### config.mk
export PLATFORM = sky130hd
export DESIGN_NAME = iir_coef_ctrl
export DESIGN_NICKNAME = d
export VERILOG_FILES = /design/src/rtl/iir_coef_ctrl.sv
export SDC_FILE = /design/constraint.sdc
export NUM_CORES = 1
export LEC_CHECK = 0
export CAP_MARGIN = 15
export CORE_AREA = 2 2 143 145
export DETAILED_ROUTE_END_ITERATION = 10
export DIE_AREA = 0 0 145 147
export GPL_ROUTABILITY_DRIVEN = 0
export GPL_TIMING_DRIVEN = 1
export PLACE_DENSITY = 0.62
export SLEW_MARGIN = 5
export SYNTH_ARGS = -nofsm -noshare
export SYNTH_HDL_FRONTEND = slang
export SYNTH_SLANG_ARGS = --single-unit
export TNS_END_PERCENT = 50
### constraint.sdc
create_clock -name clk -period 1.8 [get_ports clk]
set_input_delay 0.54 -clock clk [delete_from_list [all_inputs] [get_ports clk]]
set_output_delay 0.54 -clock clk [all_outputs]
set_load 0.005 [all_outputs]
### src/rtl/iir_coef_ctrl.sv
// IIR coefficient controller: shadow/active coefficient banks with a flush/settle
// sequence that holds the filter in reset after every coefficient change.
module iir_coef_ctrl #(
  parameter int unsigned FLUSH_CYCLES  = 4,
  parameter int unsigned SETTLE_CYCLES = 8,
  parameter logic [15:0] A1            = 16'h6473,
  parameter logic [15:0] A2            = 16'h3C38,
  parameter logic [31:0] B0            = 32'h40000000,
  parameter logic [15:0] B1            = 16'h678E,
  parameter logic [15:0] B2            = 16'h4000
) (
  input  logic        clk,
  input  logic        rst_n,
  input  logic        cfg_valid,
  output logic        cfg_ready,
  input  logic [2:0]  cfg_addr,
  input  logic [31:0] cfg_data,
  input  logic        commit,
  output logic [31:0] coef_b0,
  output logic [15:0] coef_b1,
  output logic [15:0] coef_b2,
  output logic [15:0] coef_a1,
  output logic [15:0] coef_a2,
  output logic        filt_rst_n,
  output logic        out_valid,
  output logic        busy,
  output logic        cfg_err
);

  localparam logic [7:0] FlushLoad  = 8'(FLUSH_CYCLES - 1);
  localparam logic [7:0] SettleLoad = 8'(SETTLE_CYCLES - 1);

  typedef enum logic [1:0] {StFlush, StSettle, StRun} state_e;

  state_e      state_q, state_d;
  logic [7:0]  cnt_q, cnt_d;
  logic        pending_q, pending_d;
  logic        cfg_err_q, cfg_err_d;
  logic        do_commit;

  logic [31:0] sh_b0_q, sh_b0_d, act_b0_q, act_b0_d;
  logic [15:0] sh_b1_q, sh_b1_d, act_b1_q, act_b1_d;
  logic [15:0] sh_b2_q, sh_b2_d, act_b2_q, act_b2_d;
  logic [15:0] sh_a1_q, sh_a1_d, act_a1_q, act_a1_d;
  logic [15:0] sh_a2_q, sh_a2_d, act_a2_q, act_a2_d;

  always_comb begin
    state_d   = state_q;
    cnt_d     = cnt_q;
    pending_d = pending_q;
    do_commit = 1'b0;
    sh_b0_d   = sh_b0_q;
    sh_b1_d   = sh_b1_q;
    sh_b2_d   = sh_b2_q;
    sh_a1_d   = sh_a1_q;
    sh_a2_d   = sh_a2_q;
    act_b0_d  = act_b0_q;
    act_b1_d  = act_b1_q;
    act_b2_d  = act_b2_q;
    act_a1_d  = act_a1_q;
    act_a2_d  = act_a2_q;
    cfg_err_d = cfg_valid && (cfg_addr > 3'd4);

    if (cfg_valid) begin
      case (cfg_addr)
        3'd0:    sh_b0_d = cfg_data;
        3'd1:    sh_b1_d = cfg_data[15:0];
        3'd2:    sh_b2_d = cfg_data[15:0];
        3'd3:    sh_a1_d = cfg_data[15:0];
        3'd4:    sh_a2_d = cfg_data[15:0];
        default: ;
      endcase
    end

    unique case (state_q)
      StFlush: begin
        if (commit) pending_d = 1'b1;
        if (cnt_q == 8'd0) begin
          state_d = StSettle;
          cnt_d   = SettleLoad;
        end else begin
          cnt_d = cnt_q - 8'd1;
        end
      end
      StSettle: begin
        if (cnt_q == 8'd0) begin
          // A deferred commit replaces the RUN entry with a fresh flush.
          if (pending_q || commit) do_commit = 1'b1;
          else                     state_d   = StRun;
        end else begin
          if (commit) pending_d = 1'b1;
          cnt_d = cnt_q - 8'd1;
        end
      end
      StRun: begin
        if (commit) do_commit = 1'b1;
      end
      default: begin
        state_d = StFlush;
        cnt_d   = FlushLoad;
      end
    endcase

    if (do_commit) begin
      act_b0_d  = sh_b0_d;
      act_b1_d  = sh_b1_d;
      act_b2_d  = sh_b2_d;
      act_a1_d  = sh_a1_d;
      act_a2_d  = sh_a2_d;
      state_d   = StFlush;
      cnt_d     = FlushLoad;
      pending_d = 1'b0;
    end
  end

  always_ff @(posedge clk) begin
    if (!rst_n) begin
      state_q   <= StFlush;
      cnt_q     <= FlushLoad;
      pending_q <= 1'b0;
      cfg_err_q <= 1'b0;
      sh_b0_q   <= B0;
      sh_b1_q   <= B1;
      sh_b2_q   <= B2;
      sh_a1_q   <= A1;
      sh_a2_q   <= A2;
      act_b0_q  <= B0;
      act_b1_q  <= B1;
      act_b2_q  <= B2;
      act_a1_q  <= A1;
      act_a2_q  <= A2;
    end else begin
      state_q   <= state_d;
      cnt_q     <= cnt_d;
      pending_q <= pending_d;
      cfg_err_q <= cfg_err_d;
      sh_b0_q   <= sh_b0_d;
      sh_b1_q   <= sh_b1_d;
      sh_b2_q   <= sh_b2_d;
      sh_a1_q   <= sh_a1_d;
      sh_a2_q   <= sh_a2_d;
      act_b0_q  <= act_b0_d;
      act_b1_q  <= act_b1_d;
      act_b2_q  <= act_b2_d;
      act_a1_q  <= act_a1_d;
      act_a2_q  <= act_a2_d;
    end
  end

  assign cfg_ready  = 1'b1;
  assign cfg_err    = cfg_err_q;
  assign filt_rst_n = (state_q != StFlush);
  assign out_valid  = (state_q == StRun);
  assign busy       = ~out_valid;
  assign coef_b0    = act_b0_q;
  assign coef_b1    = act_b1_q;
  assign coef_b2    = act_b2_q;
  assign coef_a1    = act_a1_q;
  assign coef_a2    = act_a2_q;

endmodule

==> impl_results.md <==
- Post-route minimum period: between 1.5 and 2 ns
- DP HPWL: around 13000 µm
- Combinational power share: 0.118
- Multiplexer share of the synthesized area: 0.104
- Total CTS buffers: 23
- CP arrival: about 2.2 ns
- Failing checks: negative setup slack
- First-pass GRT wire length: around 32000 µm
- Initial antenna violation count: 0
- Area after DPL: 9840 µm²
- Residual DRC count: 0
- Critical path type: flip-flop to flip-flop
- Yosys top cell by area: dfxtp_1
- Clock Tree Buf Depth: 3
- Largest cells by area after synthesis: dfxtp_1 52%, nand2_1 12%, mux2i_1 10%, nand3_1 3.8%, a31oi_1 2.1%
- Sw Pwr: about 2.5 mW
- Row count: 52
- TritonRoute pass-1 iters: 5
- Clock skew: 0.0163 ns
- Final instance area: between 10000 and 15000 µm²
- CP Launch Type: flip-flop
- Share of flip-flops with an asynchronous set or reset: 0
- Via-per-instance ratio: 4.83
- IO Pins: 140
- WP data required: 2.19 ns
- Worst path slowest cell: dfxtp_2
- Met2 WL post-DR: roughly 9600 µm
- Mapped cell area: 7790 µm²
- Number of synthesized register bits: just over 200
- Most numerous cell in the Yosys netlist: nand2_1
- DRT antenna net count: 0
- Max cap viols: 0
- Syn nets: 899
- R2R Path Start: cnt_q[0]$_SDFFE_PP1P_
- Hold depth: 2
- FILL cells: 1846
- H-tree depth: 1
- Final wirelength: between 20000 and 25000 µm
- Total number of vias: 6314
- Seq pwr share: 0.454
- Core box area: between 15000 and 20000 µm²
- Dpl cells: 1251
- Reg clk slew, reported paths: 0.06 ns
- Largest net degree at the start of global routing: 46
- RSZ-0062 raised after global routing: true
- Post-Route Setup TNS: -0.00894 ns
- Setup violations, final: 2
- Die height: 147 µm
- Multi-input gate area: approximately 3600 µm²
- Clock Latency Late Sink: 0.50 ns
- Cell Chain, Critical Path: inv_2, ha_4, nor4b_4, buf_4, a41oi_4, buf_12, buf_16, and3_4, a21o_1
- Pwr dens: 942 nW/µm²
- Post-synth top cells: 251 x nand2_1, 204 x dfxtp_1, 81 x mux2i_1, 59 x nand3_1, 26 x a31oi_1
- Worst setup EP type: flip-flop
- Post-Synth Simple-Gate Area: 0.230
- Lkg Pwr: 5.05 nW
- Register area share after synthesis: 0.524
- Worst hold path class: primary input to flip-flop
- R2R Setup Slk: -0.005 ns
- Adder-Cell Fraction of Synth Area: 0.00803
- Max Used Layer: met4
- Starting Density: 0.393
- Clock power frac: 0.428
- CTS tree: yes
- Layout net count: 1067
- Crit path largest cell delay: 0.32 ns
- DR iter-0 viols: 270
- Post-synth EDFFs: 0
- Min-delay src: rst_n
- Main synth FF type: dfxtp_1
- Reg2Reg Depth: 9
- IO Port Bufs: 138
- Internal: 7.87 mW
- Peak supply drop: 0.964 mV
- Reg area: 4120 µm²
- Period utilization: 1.00
- # clock sinks: 204
- Synth Instances: roughly 860
- Met3 wire length: between 900 and 1000 µm
- Die ar.: ~21000 µm²
- Layout Cells excl Fill: about 1300
- Syn avg cell area: 9.11 µm²
- # diodes: 0
- Netlist cell types: 47
- Root Driver: clkbuf_16
- Die X-Extent: 145 µm
- Hold Path End: sh_b2_q[14]$_SDFF_PN1_
- WL per Instance: 15.8 µm
- Total grt overflow: 0
- Final WS setup: -0.00535 ns
- P&R area growth vs syn: 41.1%
- Syn. warnings: 0
- Fmax: roughly 550 MHz
- Share of the synthesized area in the top cell type: 0.524
- Tot GR Track Use: 0.186
- Vias in the first global route: 6119
- Run status: finished, violations left
- Layout cell share with drive strength beyond 1: 0.187
- Final Max Slew Viols: 0
- Synth Area in Compound Gates: 0.0787
- Routed met1 length: 9710 µm
- Hold WS: 0.352 ns
- Total power: 10.4 mW
- Final hold vios: 0
- Main combinational cell family by area after synthesis: simple AND/OR/NAND/NOR gates
- RR Endpoint: coef_b2[1]$_SDFFE_PN0P_
- Xor/xnor share of the synthesized area: 0.00112
- Switching Fraction: 0.240
- Worst-path fanout max: 5
==> flip-flops by register name, indices dropped and copies added, names as in the netlist <==
register,flops
coef_b2,16
coef_b1,16
sh_b0_q,32
sh_b2_q,16
pending_q,1
cnt_q,8
sh_a2_q,16
cfg_err,1
sh_b1_q,16
coef_a2,16
state_q,2
coef_b0,32
coef_a1,16
sh_a1_q,16
==> power by group through the flow <==
stage	Combinational, mW	Sequential [mW]	Clock [mW]
2_1_floorplan	0.618	4.79	0
3_3_place_gp	1.06	4.79	0
3_5_place_dp	1.07	4.79	0
4_1_cts	1.14	4.70	4.55
5_1_grt	1.35	4.72	4.72
6_report	1.22	4.70	4.43
==> worst max-delay path: cells and delay by family (launching register included) <==
kind	cells	cell delay (ns)
DFF	1	0.32
and+or+nand+nor	2	0.34
AOI/OAI and AO/OA	2	0.32
buffers and inverters	4	0.56
adders and majority gates	1	0.15
==> cell usage in the layout, fill, tap and decap left out, types with 17 or more instances in the layout <==
| master | n |
|---|---|
| nor2b_1 | 17 |
| a31oi_1 | 26 |
| mux2i_1 | 81 |
| buf_4 | 40 |
| dfxtp_1 | 179 |
| clkdlybuf4s50_1 | 35 |
| dfxtp_2 | 24 |
| dlygate4sd2_1 | 97 |
| nand2_1 | 249 |
| a21o_1 | 17 |
| buf_12 | 20 |
| clkbuf_16 | 27 |
| nand3_1 | 46 |
==> logic make-up after synthesis <==
kind of cell,after synthesis
compound gates,84
xor+xnor,1
fa+ha+maj,5
buf+inv,84
flops,204
mux,81
other cells,1
simple gates,395
==> layout make-up <==
cell class              instances  area share
clock buffers                  34      0.0625
clock inverters                 6     0.00364
inverters                      19     0.00694
multi-input cells             567       0.324
flip-flops and latches        204       0.374
well taps                     270      0.0307
repair buffers                208       0.198
==> through the flow <==
step           setup slack (ns)   util
5_1_grt                 -0.0975  0.554
2_1_floorplan            0.0124      -
4_1_cts                 -0.0892  0.536
3_3_place_gp             -0.456  0.496
6_report               -0.00535  0.554
3_5_place_dp             -0.502  0.496
==> metal layers <==
metal / GRT usage / up-vias
li1: - / 3191
met1: 0.253 / 2966
met2: 0.312 / 130
met3: 0.0329 / 27
met4: 0.0366 / 0
met5: 0 / -
==> worst max path at each step <==
| stage | slack [ns] | startpoint | depth (start not counted) | end |
|---|---|---|---|---|
| 3_3_place_gp | -0.46 | cfg_addr[0] | 5 | coef_b0[30]$_SDFFE_PN1P_ |
| 4_1_cts | -0.09 | state_q[1]$_SDFFE_PP0P_ | 4 | filt_rst_n |
| 2_1_floorplan | 0.01 | state_q[0]$_SDFFE_PP0P_ | 7 | cnt_q[0]$_SDFFE_PP1P_ |
| 3_5_place_dp | -0.50 | cfg_addr[0] | 5 | coef_b0[30]$_SDFFE_PN1P_ |
| 6_report | -0.005 | cnt_q[0]$_SDFFE_PP1P_ | 9 | coef_b2[1]$_SDFFE_PN0P_ |
| 5_1_grt | -0.1 | cnt_q[1]$_SDFFE_PP1P_ | 9 | coef_b2[9]$_SDFFE_PN0P_ |
==> repair_timing <==
| action | 4_1_cts | 5_1_grt |
|---|---|---|
| buffers inserted | 2 | 9 |
| gates cloned | 3 | 3 |
| gates resized for setup | 149 | 60 |
| hold buffers | 0 | 0 |
| endpoints found under the setup margin | 189 | 101 |
| pin swaps | 2 | 8 |
Power figures use the tool's default switching activity.
